**src/rtl/cla_pkg.sv**
```systemverilog
// cla_pkg: shared constants, helpers and stage-register control fields for
// the pipelined carry-lookahead adder.
//   CLA_GROUP  bits per lookahead group
//   cla_ng()   number of groups (and pipeline stages) for a given width
//   cla_ctl_t  per-stage control fields; the top adds the WIDTH-dependent
//              sum/operand fields around it, since a package struct cannot
//              depend on a module parameter.
package cla_pkg;

  localparam int CLA_GROUP = 4;

  function automatic int cla_ng(input int width);
    return width / CLA_GROUP;
  endfunction

  typedef struct packed {
    logic valid;    // beat present in this stage
    logic carry;    // carry out of this stage's group (stage input: carry in)
    logic msb_cin;  // carry into bit 3 of this stage's group; meaningful at the last stage
  } cla_ctl_t;

endpackage

```
**src/rtl/cla_group4.sv**
```systemverilog
// cla_group4: combinational 4-bit carry-lookahead group.
//   a, b  operand nibbles
//   ci    carry in
//   s     sum nibble
//   co    carry out of bit 3
//   c3    carry into bit 3 (overflow detection at the MSB group)
module cla_group4 (
  input  logic [3:0] a,
  input  logic [3:0] b,
  input  logic       ci,
  output logic [3:0] s,
  output logic       co,
  output logic       c3
);

  logic [3:0] g;
  logic [3:0] p;
  logic [4:0] c;

  assign g = a & b;
  assign p = a ^ b;

  // All carries are two-level functions of g/p/ci: no ripple inside the group.
  assign c[0] = ci;
  assign c[1] = g[0] | (p[0] & ci);
  assign c[2] = g[1] | (p[1] & g[0]) | (p[1] & p[0] & ci);
  assign c[3] = g[2] | (p[2] & g[1]) | (p[2] & p[1] & g[0]) | (p[2] & p[1] & p[0] & ci);
  assign c[4] = g[3] | (p[3] & g[2]) | (p[3] & p[2] & g[1]) | (p[3] & p[2] & p[1] & g[0])
              | (&p & ci);

  assign s  = p ^ c[3:0];
  assign co = c[4];
  assign c3 = c[3];

endmodule

```
**src/rtl/cla_pipe_adder.sv**
```systemverilog
// cla_pipe_adder: pipelined carry-lookahead adder/subtractor, one 4-bit group
// per stage, valid/ready stream interface with full backpressure.
//   clk, rst             clock, async active-high reset
//   in_valid/in_ready    operand beat handshake
//   a, b, cin, sub       operands; sub=1 computes a+~b+1 and ignores cin
//   out_valid/out_ready  result beat handshake
//   sum, cout, ovf       result, carry out of MSB, signed overflow
module cla_pipe_adder
  import cla_pkg::*;
#(
  parameter int WIDTH = 16,
  parameter int GROUP = CLA_GROUP
) (
  input  logic             clk,
  input  logic             rst,
  input  logic             in_valid,
  output logic             in_ready,
  input  logic [WIDTH-1:0] a,
  input  logic [WIDTH-1:0] b,
  input  logic             cin,
  input  logic             sub,
  output logic             out_valid,
  input  logic             out_ready,
  output logic [WIDTH-1:0] sum,
  output logic             cout,
  output logic             ovf
);

  localparam int NG = cla_ng(WIDTH);

  if ((WIDTH % CLA_GROUP) != 0 || WIDTH < CLA_GROUP || GROUP != CLA_GROUP) begin : g_bad_cfg
    $error("cla_pipe_adder: WIDTH must be a non-zero multiple of 4 and GROUP must be 4");
  end

  typedef struct packed {
    cla_ctl_t         ctl;
    logic [WIDTH-1:0] sum;   // groups 0..k finished, above that still zero
    logic [WIDTH-1:0] a_up;  // operand A, upper slices consumed by later stages
    logic [WIDTH-1:0] b_up;  // operand B, already inverted for subtraction
  } stage_t;

  stage_t          src  [NG];  // input seen by each stage
  stage_t          st_d [NG];
  stage_t          st_q [NG];
  logic [NG-1:0][3:0] gs;
  logic [NG-1:0]   gco;
  logic [NG-1:0]   gc3;
  logic            advance;

  // The whole pipe moves or holds as one; bubbles are never collapsed.
  assign advance  = !st_q[NG-1].ctl.valid | out_ready;
  assign in_ready = advance;

  always_comb begin
    src[0]           = '0;
    src[0].ctl.valid = in_valid;
    src[0].ctl.carry = sub | cin;  // subtract folds the +1 into the carry in
    src[0].a_up      = a;
    src[0].b_up      = sub ? ~b : b;
    for (int k = 1; k < NG; k++) src[k] = st_q[k-1];
  end

  for (genvar k = 0; k < NG; k++) begin : g_grp
    cla_group4 u_grp (
      .a  (src[k].a_up[k*4 +: 4]),
      .b  (src[k].b_up[k*4 +: 4]),
      .ci (src[k].ctl.carry),
      .s  (gs[k]),
      .co (gco[k]),
      .c3 (gc3[k])
    );
  end

  always_comb begin
    for (int k = 0; k < NG; k++) begin
      st_d[k]              = src[k];
      st_d[k].sum[k*4 +: 4] = gs[k];
      st_d[k].ctl.carry    = gco[k];
      st_d[k].ctl.msb_cin  = gc3[k];
    end
  end

  always_ff @(posedge clk or posedge rst) begin
    if (rst) begin
      for (int k = 0; k < NG; k++) st_q[k] <= '0;
    end else if (advance) begin
      for (int k = 0; k < NG; k++) st_q[k] <= st_d[k];
    end
  end

  // Outputs come straight from the last stage register.
  assign out_valid = st_q[NG-1].ctl.valid;
  assign sum       = st_q[NG-1].sum;
  assign cout      = st_q[NG-1].ctl.carry;
  assign ovf       = st_q[NG-1].ctl.carry ^ st_q[NG-1].ctl.msb_cin;

endmodule

```
**config.mk**
```make
export PLATFORM = sky130hd
export DESIGN_NAME = cla_pipe_adder
export DESIGN_NICKNAME = d
export VERILOG_FILES = /design/src/rtl/cla_pkg.sv /design/src/rtl/cla_group4.sv /design/src/rtl/cla_pipe_adder.sv
export SDC_FILE = /design/constraint.sdc
export NUM_CORES = 1
export LEC_CHECK = 0
export CORE_MARGIN = 4
export CORE_UTILIZATION = 56
export CTS_CLUSTER_SIZE = 8
export DETAILED_ROUTE_END_ITERATION = 16
export PLACE_DENSITY_LB_ADDON = 0.1
export SKIP_LAST_GASP = 1
export SYNTH_ARGS = -nofsm -noshare
export SYNTH_HDL_FRONTEND = slang
export SYNTH_SLANG_ARGS = --single-unit
export TNS_END_PERCENT = 50
```
**constraint.sdc**
```tcl
create_clock -name clk -period 5.45 [get_ports clk]
set_input_delay 1.09 -clock clk [delete_from_list [all_inputs] [get_ports clk]]
set_output_delay 1.09 -clock clk [all_outputs]
set_load 0.005 [all_outputs]
```
[Yosys cells after proc, flatten, opt, wreduce, memory -nomap -nowiden]
Index checks and enable logic that the tools add are counted.
Operators by class
  $add $sub $neg: 0
  multiply operators: 0
  div/mod/pow operators: 0
  order comparisons: 0
  equal/unequal tests: 0
  shift-type cells: 0
  multiplexer cells: 1
  bitwise gates (word level): 116
  reduce and logical (&&, ||, !) cells: 5
Operators by type and width (number)
  AND 1 bit: 60
  bitwise OR 1 bit: 42
  bitwise XOR 4 bit: 8
  AND 4 bit: 4
  2-to-1 mux 16 bit: 1
  inverter 16 bit: 1
  AND reduction 4 bit: 4
  logical NOT 1 bit: 1
  bitwise XOR 1 bit: 1
Word-level totals
  register bits after elaboration: 145
  latch bits: 0
  memory bits (writable): 0
  memory bits (read-only): 0
  memories: 0

[Logic depth before layout (Yosys ltp)]
  word-level depth: 8
  depth in mapped cells: 8
  depth with buffers taken out: 6

[Cells and area by module]
Synthesis repeated with hierarchy kept, for this count alone.
Unflattened totals
  cell total of the unflattened synthesis: 315
  area total of the unflattened synthesis: 4588.2 µm²
Modules (own cells, without submodules)
  cla_pipe_adder: times used 1, cells each 243, area each 3967.6 µm², sequential area each 2427.3 µm²
  cla_group4: times used 4, cells each 18, area each 155.1 µm², sequential area each 0.0 µm²

[Worst setup path after synthesis]
Ideal clock, no wire load.
  path kind: input -> output
  from: input port out_ready
  to: output port in_ready
  arrival: 1.646 ns
  required time: 4.360 ns
  slack: 2.714 ns
  stages: 4
  path buffers: 2
  path through: nor2b_1 inv_1 buf_2 buf_2
On the way
  cells in the longest elaborated chain, start to end: 1
RTL lines
  start: declaration: line cla_pipe_adder.sv:23  | input logic out_ready,
  bitwise OR 1 bit: line cla_pipe_adder.sv:51  | assign advance = !st_q[NG-1].ctl.valid | out_ready;
  end: declaration: line cla_pipe_adder.sv:17  | output logic in_ready,
No other way between the ends.

[Worst setup path after layout]
  from: input port sub
  to: register src[137] (netlist name)
On the way
  cells in the longest elaborated chain, start to end: 7
  elaborated cells on any way between the ends: 13
  classes of those cells: mux (1); bitwise (12)
RTL lines
  start: declaration: line cla_pipe_adder.sv:21  | input logic sub,
  2-to-1 mux 16 bit: line cla_pipe_adder.sv:59  | src[0].b_up = sub ? ~b : b;
  bitwise XOR 4 bit / AND 4 bit (equally long branches): line cla_group4.sv:21, cla_group4.sv:20
  AND 1 bit: line cla_group4.sv:27  | assign c[3] = g[2] | (p[2] & g[1]) | (p[2] & p[1] & g[0]) | (p[2] & p[1] & p[0] & ci);
  bitwise OR 1 bit / AND 1 bit (equally long branches) (2 in series): line cla_group4.sv:27
  bitwise OR 1 bit: line cla_group4.sv:27
  bitwise XOR 4 bit *: line cla_group4.sv:31  | assign s = p ^ c[3:0];
Every way passes the cells marked *; elsewhere a longest branch is shown, timed or not.
A chain may end at the register's enable or synchronous reset.

==> out/summary.txt <==
================================================================================
Worst vdd rail ir drop                                                  0.327 mV
Yosys warnings                                                                 0
Sequential power share                                                     44.2%
Post-CTS setup buffer count                                                    0
Largest net degree at the start of global routing                            112
Number of standard cells after synthesis                                     479
Total clock buffers created by CTS                                             9
Most common library cells after synthesis                           nand2_1, dfrtp_1, o21ai_0, xnor2_1, buf_2
Final antenna diode count                                                      0
Status                                                                 completed
Max-slew violation count                                                       0
Yosys cell types                                                              25
Placeable core region                                                0.00773 mm2
Final instance area                                                  0.00515 mm2
Horiz. Die Dim                                                           96.9 um
Total track usage                                                          17.1%
Global-route wire length before repair                                  13200 um
Number of instances resized during post-cts repair                             0
CP startpoint kind                                                     input pin
Drt pass-1 iters                                                               4
Number of synthesized flops with an enable pin                                 0
Cell area after synthesis                                            0.00443 mm2
Cell-internal power                                                      1.80 mW
Clock root cell                                                         clkbuf_8
FILL cells                                                                   641
Net count of the mapped netlist                                              537
Routability Congestion                                                     0.760
Unrepaired setup endpoints after global routing                            false
Post-synthesis average cell area                                        9.25 um2
Category of the worst setup path capture point                              flop
Vias per inst                                                               4.94
Ys flop type                                                             dfrtp_1
Final antenna-violating net count                                              0
Xor and xnor area share after synthesis                                    5.73%
CTS tree                                                                    done
Area leader, netlist                                                     dfrtp_1
Worst-skew pair later-pin latency                                         360 ps
Hold buffer count at cts                                                       0
Fraction of post-synthesis cell area in the top cell type by area          54.8%
Post-Place Cell Area                                                 0.00492 mm2
Fin Clk Skew                                                             9.53 ps
Starting Density                                                           57.3%
Congestion Overflow GR                                                         0
Relative contribution of the clock network to total power                  19.0%
Total negative slack                                                        0 ps
Share of cells above drive strength 1                                      4.65%
Area of the die                                                      0.00940 mm2
Hold Crit Class                                                       reg -> reg
Max-Cap Viols                                                                  0
Proportion of synthesized area in mux cells                               0.226%
Critical path arrival                                                    3500 ps
Pwr per Cell Area                                                     532 mW/mm2
Port bufs                                                                     57
Required arrival time at the worst endpoint                              5650 ps
Logic gate share of total power                                            36.8%
Part of the cycle the worst path needs                                     60.6%
Largest buffer count on any clock path                                         2
Dominant combinational cell family by area after synthesis          simple AND/OR/NAND/NOR gates
Net count, final                                                             569
Total Routed Length                                                      7520 um
Share of async-settable or async-resettable flops after synthesis           100%
Crit path max fanout                                                          19
Sequential area share after synthesis                                      54.8%
Worst rel slew slack                                                       32.6%
Total net switching power                                               0.938 mW
Post-Synth Adder-Cell Area                                                 6.33%
Fraction of the mapped netlist area in compound gates                      7.23%
Number of I/O pins                                                            58
Via count of the first global-routing pass                                  2887
Top post-synthesis cells by area                                    dfrtp_1, nand2_1, ha_1
Fraction of power spent switching nets                                     34.2%
#FFs+latches synth                                                            97
Highest attainable clock frequency                                       303 MHz
Leading cell type by number of instances after synthesis                 nand2_1
CTS H-Tree Depth                                                               3
Worst Tran Pin Value                                                     1010 ps
Simple-gate share of the synthesized area                                  19.4%
P&R area growth vs syn                                                     16.3%
Min Tclk post-route                                                      3300 ps
Number of DRC markers after the initial detailed-route iteration             195
Count of unresolved DRC violations after routing                               0
Total number of vias                                                        3050
Endpoints failing hold                                                         0
Final HPWL from detailed placement                                       5050 um
Core Rows                                                                     32
Worst setup path category                                              in -> reg
Setup Viol. Count Final                                                        0
Drt wl/cell                                                              12.2 um
Clock tree sinks                                                              97
Height of the chip                                                       96.9 um
Number of antenna violations at the first check in global routing              0
Worst-path clk slew                                                        80 ps
Lkg Pwr                                                                  2.52 nW
================================================================================
worst paths after layout:
check,end,slack (ps),from,cells past startpoint
max in group asynchronous,src[115],3260,rst,3
min in group asynchronous,src[79],1190,rst,2
max,src[137],2150,sub,7
min,sum[8],470,sum[8],2
min reg2reg,sum[8],470,sum[8],2
max reg2reg,sum[15],3650,src[13],5
layer usage:
| layer | up-vias | wire, um | track usage (%) |
|---|---|---|---|
| li1 | 1556 | - | - |
| met1 | 1427 | 3420 | 22.4 |
| met2 | 51 | 3650 | 28.1 |
| met3 | 16 | 309 | 3.24 |
| met4 | 0 | 144 | 7.02 |
| met5 | - | 0 | 0 |
state kept, by name, indices dropped and copies added (netlist names):
name / count
src: 78
out_valid: 1
sum: 16
cout: 1
st_q: 1
cell type report:
cell class                      count  area (um2)  share of cell area (%)
Timing Repair Buffer               60         593                    11.5
Inverter                           11        43.8                   0.850
Clock buffer                       12         155                    3.01
Clock inverter                      4        75.1                    1.46
Multi-Input combinational cell    332        1730                    33.6
Sequential cell                    97        2430                    47.1
Tap cell                          102         128                    2.48
layout by cell type, fill, tap and decap left out, types with 2 or more instances in the layout:
cell / instances
xor2_1: 9
dfrtp_1: 97
a21o_1: 3
bufinv_16: 2
o21a_1: 2
nor2_1: 7
nand2_1: 215
a21oi_1: 14
o21ai_0: 30
fa_1: 4
clkbuf_8: 11
inv_1: 9
or2_2: 2
buf_4: 3
clkinvlp_4: 2
clkdlybuf4s50_1: 57
ha_1: 16
a41oi_1: 3
xnor2_1: 20
metrics by stage:
stage	hold WS (ps)	cells	setup WS [ps]	utilization, %	total power [mW]
4_1_cts	474	618	2140	66.7	2.78
3_3_place_gp	448	602	1850	63.7	2.19
5_1_grt	490	618	1950	66.7	2.99
2_1_floorplan	430	479	1830	-	1.98
6_report	468	618	2150	66.7	2.74
3_5_place_dp	453	602	1760	63.7	2.25
critical path, cell delays in order:
cell and delay [ps]:
clkdlybuf4s50_1 1110, xor2_1 290, ha_1 320, o21a_1 120
o32ai_2 300, xor2_1 190, o21ai_1 70
logic make-up after synthesis:
family	after synthesis
AO/OA/AOI/OAI	56
XOR/XNOR	29
adder cells (fa/ha/maj)	20
buffers and inverters	50
flip-flops	97
multiplexers	1
AND/OR/NAND/NOR	226
power by group through the flow:
stage / logic (mW) / registers (mW) / clock network, mW
final: 1.01 / 1.21 / 0.522
after detailed placement: 1.02 / 1.23 / 0
after CTS: 1.03 / 1.21 / 0.534
after global placement: 0.976 / 1.22 / 0
after global routing: 1.17 / 1.25 / 0.567
after floorplan: 0.797 / 1.18 / 0
Note: power is estimated with default switching activity, not from simulation.
==> RTL edit, RTL diff (same settings) <==
Put a register stage on the output `ovf`. The value now appears one clock later. The other outputs are not delayed to match.
--- a/src/rtl/cla_pipe_adder.sv
+++ b/src/rtl/cla_pipe_adder.sv
@@ -92,7 +92,9 @@
   assign out_valid = st_q[NG-1].ctl.valid;
   assign sum       = st_q[NG-1].sum;
   assign cout      = st_q[NG-1].ctl.carry;
-  assign ovf       = st_q[NG-1].ctl.carry ^ st_q[NG-1].ctl.msb_cin;
+  always_ff @(posedge clk) begin
+    ovf <= st_q[NG-1].ctl.carry ^ st_q[NG-1].ctl.msb_cin;
+  end
 
 endmodule
 
Formal check against the unedited RTL: not equivalent (Yosys sat finds a counterexample within 10 cycles, from zero or initial values and one cycle with rst high).
==> RTL edit against the original RTL <==
- routed wire length grew 2.0%
- non-clock buffer count is the same
- setup slack gained 18 ps
- total power shrank 1.9%
- sequential cell count grew 1
- design area shrank 0.34%
- first-iteration DRC count shrank 43%
- largest power group unchanged
- clock power shrank 12%
- area after synthesis grew 0.45%
==> RTL edit: results (changes against the original RTL) <==
Status
  • Status: completed

Placement
  • Placed cell area: 4940 sq um (+0.41%)
  • Placer congestion estimate: 0.823 (+8.2%)
  • DP HPWL: 5120 microns (+1.5%)

Synth
  • Asr flop ratio synth: 99.0% (-1.0 points)
  • Unique cell type count in the Yosys netlist: 26 (+4.0%)
  • Post-synth EDFFs: 0 (unchanged)
  • Seq/Total Area, Yosys: 55.0% (+0.20 points)
  • Synthesized Nets: 538 (+0.19%)
  • Top cells by area, synth: dfrtp_1, nand2_1, ha_1

Global routing
  • Routing usage on met3: 3.16% (-0.086 points)
  • Vias in the first global route: 3126 (+8.3%)
  • Met1 global-route usage: 22.1% (-0.28 points)
  • Global-route wire length before repair: 13500 microns (+2.1%)
  • Gr usage total: 17.4% (+0.34 points)
  • Grt met2 use: 29.8% (+1.7 points)

CTS
  • Root buffer cell: clkbuf_8
  • Max clock buf depth: 2 (unchanged)
  • Clk sink count: 98 (+1.0%)

Worst setup path
  • FF-to-FF path depth: 3 (-2)
  • Reg2reg start: out_valid
  • R2r setup slk: 3640 ps (about the same)
  • CP max stage delay: 1090 ps (-20 ps)
  • Reg2reg end: src[114]
  • Arrival time of the worst setup path: 3480 ps (-20 ps)

Floorplan
  • Total die area: 9440 sq um (+0.41%)

Layout
  • Bufs w/o clock: 60 (unchanged)
  • Share of cells above drive strength 1: 4.64% (-0.0090 points)
  • Register Area: 2450 sq um (+0.82%)
  • Nonclk inv count: 11 (unchanged)
  • Non-clock buffer share: 11.5% (+0.039 points)
  • # clk buffers: 10 (-2)
  • Filler Cell Count: 684 (+6.7%)
  • Clk tree area frac: 3.75% (-0.72 points)
  • Nets: 570 (+0.18%)
  • Multi-input gates: 332 (unchanged)

STA
  • Slew HR: 30.8% (-1.8 points)
  • Worst Skew: 19.3 ps (+9.75 ps)

Min path
  • Hold Startpoint: src[50]
  • Hold endpoint: out_valid
  • Hold Path Depth: 1 (-1)

Route
  • Met3 wire len: 340 microns (+10%)
  • Met2 WL post-DR: 3590 microns (-1.7%)
  • M1 WL: 3630 microns (+6.3%)
  • Vias: 3042 (-0.26%)
  • Detailed Route Iter0 Violations: 111 (-43%)
  • Final wirelength: 7670 microns (+2.0%)

Pwr
  • Pleak: 2.52 nW (-0.15%)
  • Maximum vdd drop: 0.395 mV (+21%)
## RTL edit: power breakdown
group | switching [W] | internal (W)
Combinational | 0.000525 | 0.000481
Sequential | 0.000176 | 0.00105
Clock | 0.000246 | 0.000213
Total | 0.000947 | 0.00174
## RTL edit: cells by family (layout without fill, tap and decap cells)
group,Yosys count,count (layout),share of synthesized area [%]
simple gates,226,226,19.3
flops,98,98,55.0
compound gates,56,56,7.20
buf+inv,50,87,6.27
xor+xnor,29,29,5.71
fa+ha+maj,20,20,6.30
mux,1,1,0.225
## RTL edit: metrics by stage
| step | instances | setup slack [ps] | hold WS, ps | utilization (%) |
|---|---|---|---|---|
| after global placement | 603 | 1910 | 447 | 64.0 |
| after global routing | 619 | 2040 | 493 | 66.5 |
| after detailed placement | 603 | 1780 | 447 | 64.0 |
| after CTS | 619 | 2140 | 470 | 66.5 |
| final | 619 | 2170 | 467 | 66.5 |
| after floorplan | 480 | 1830 | 430 | - |
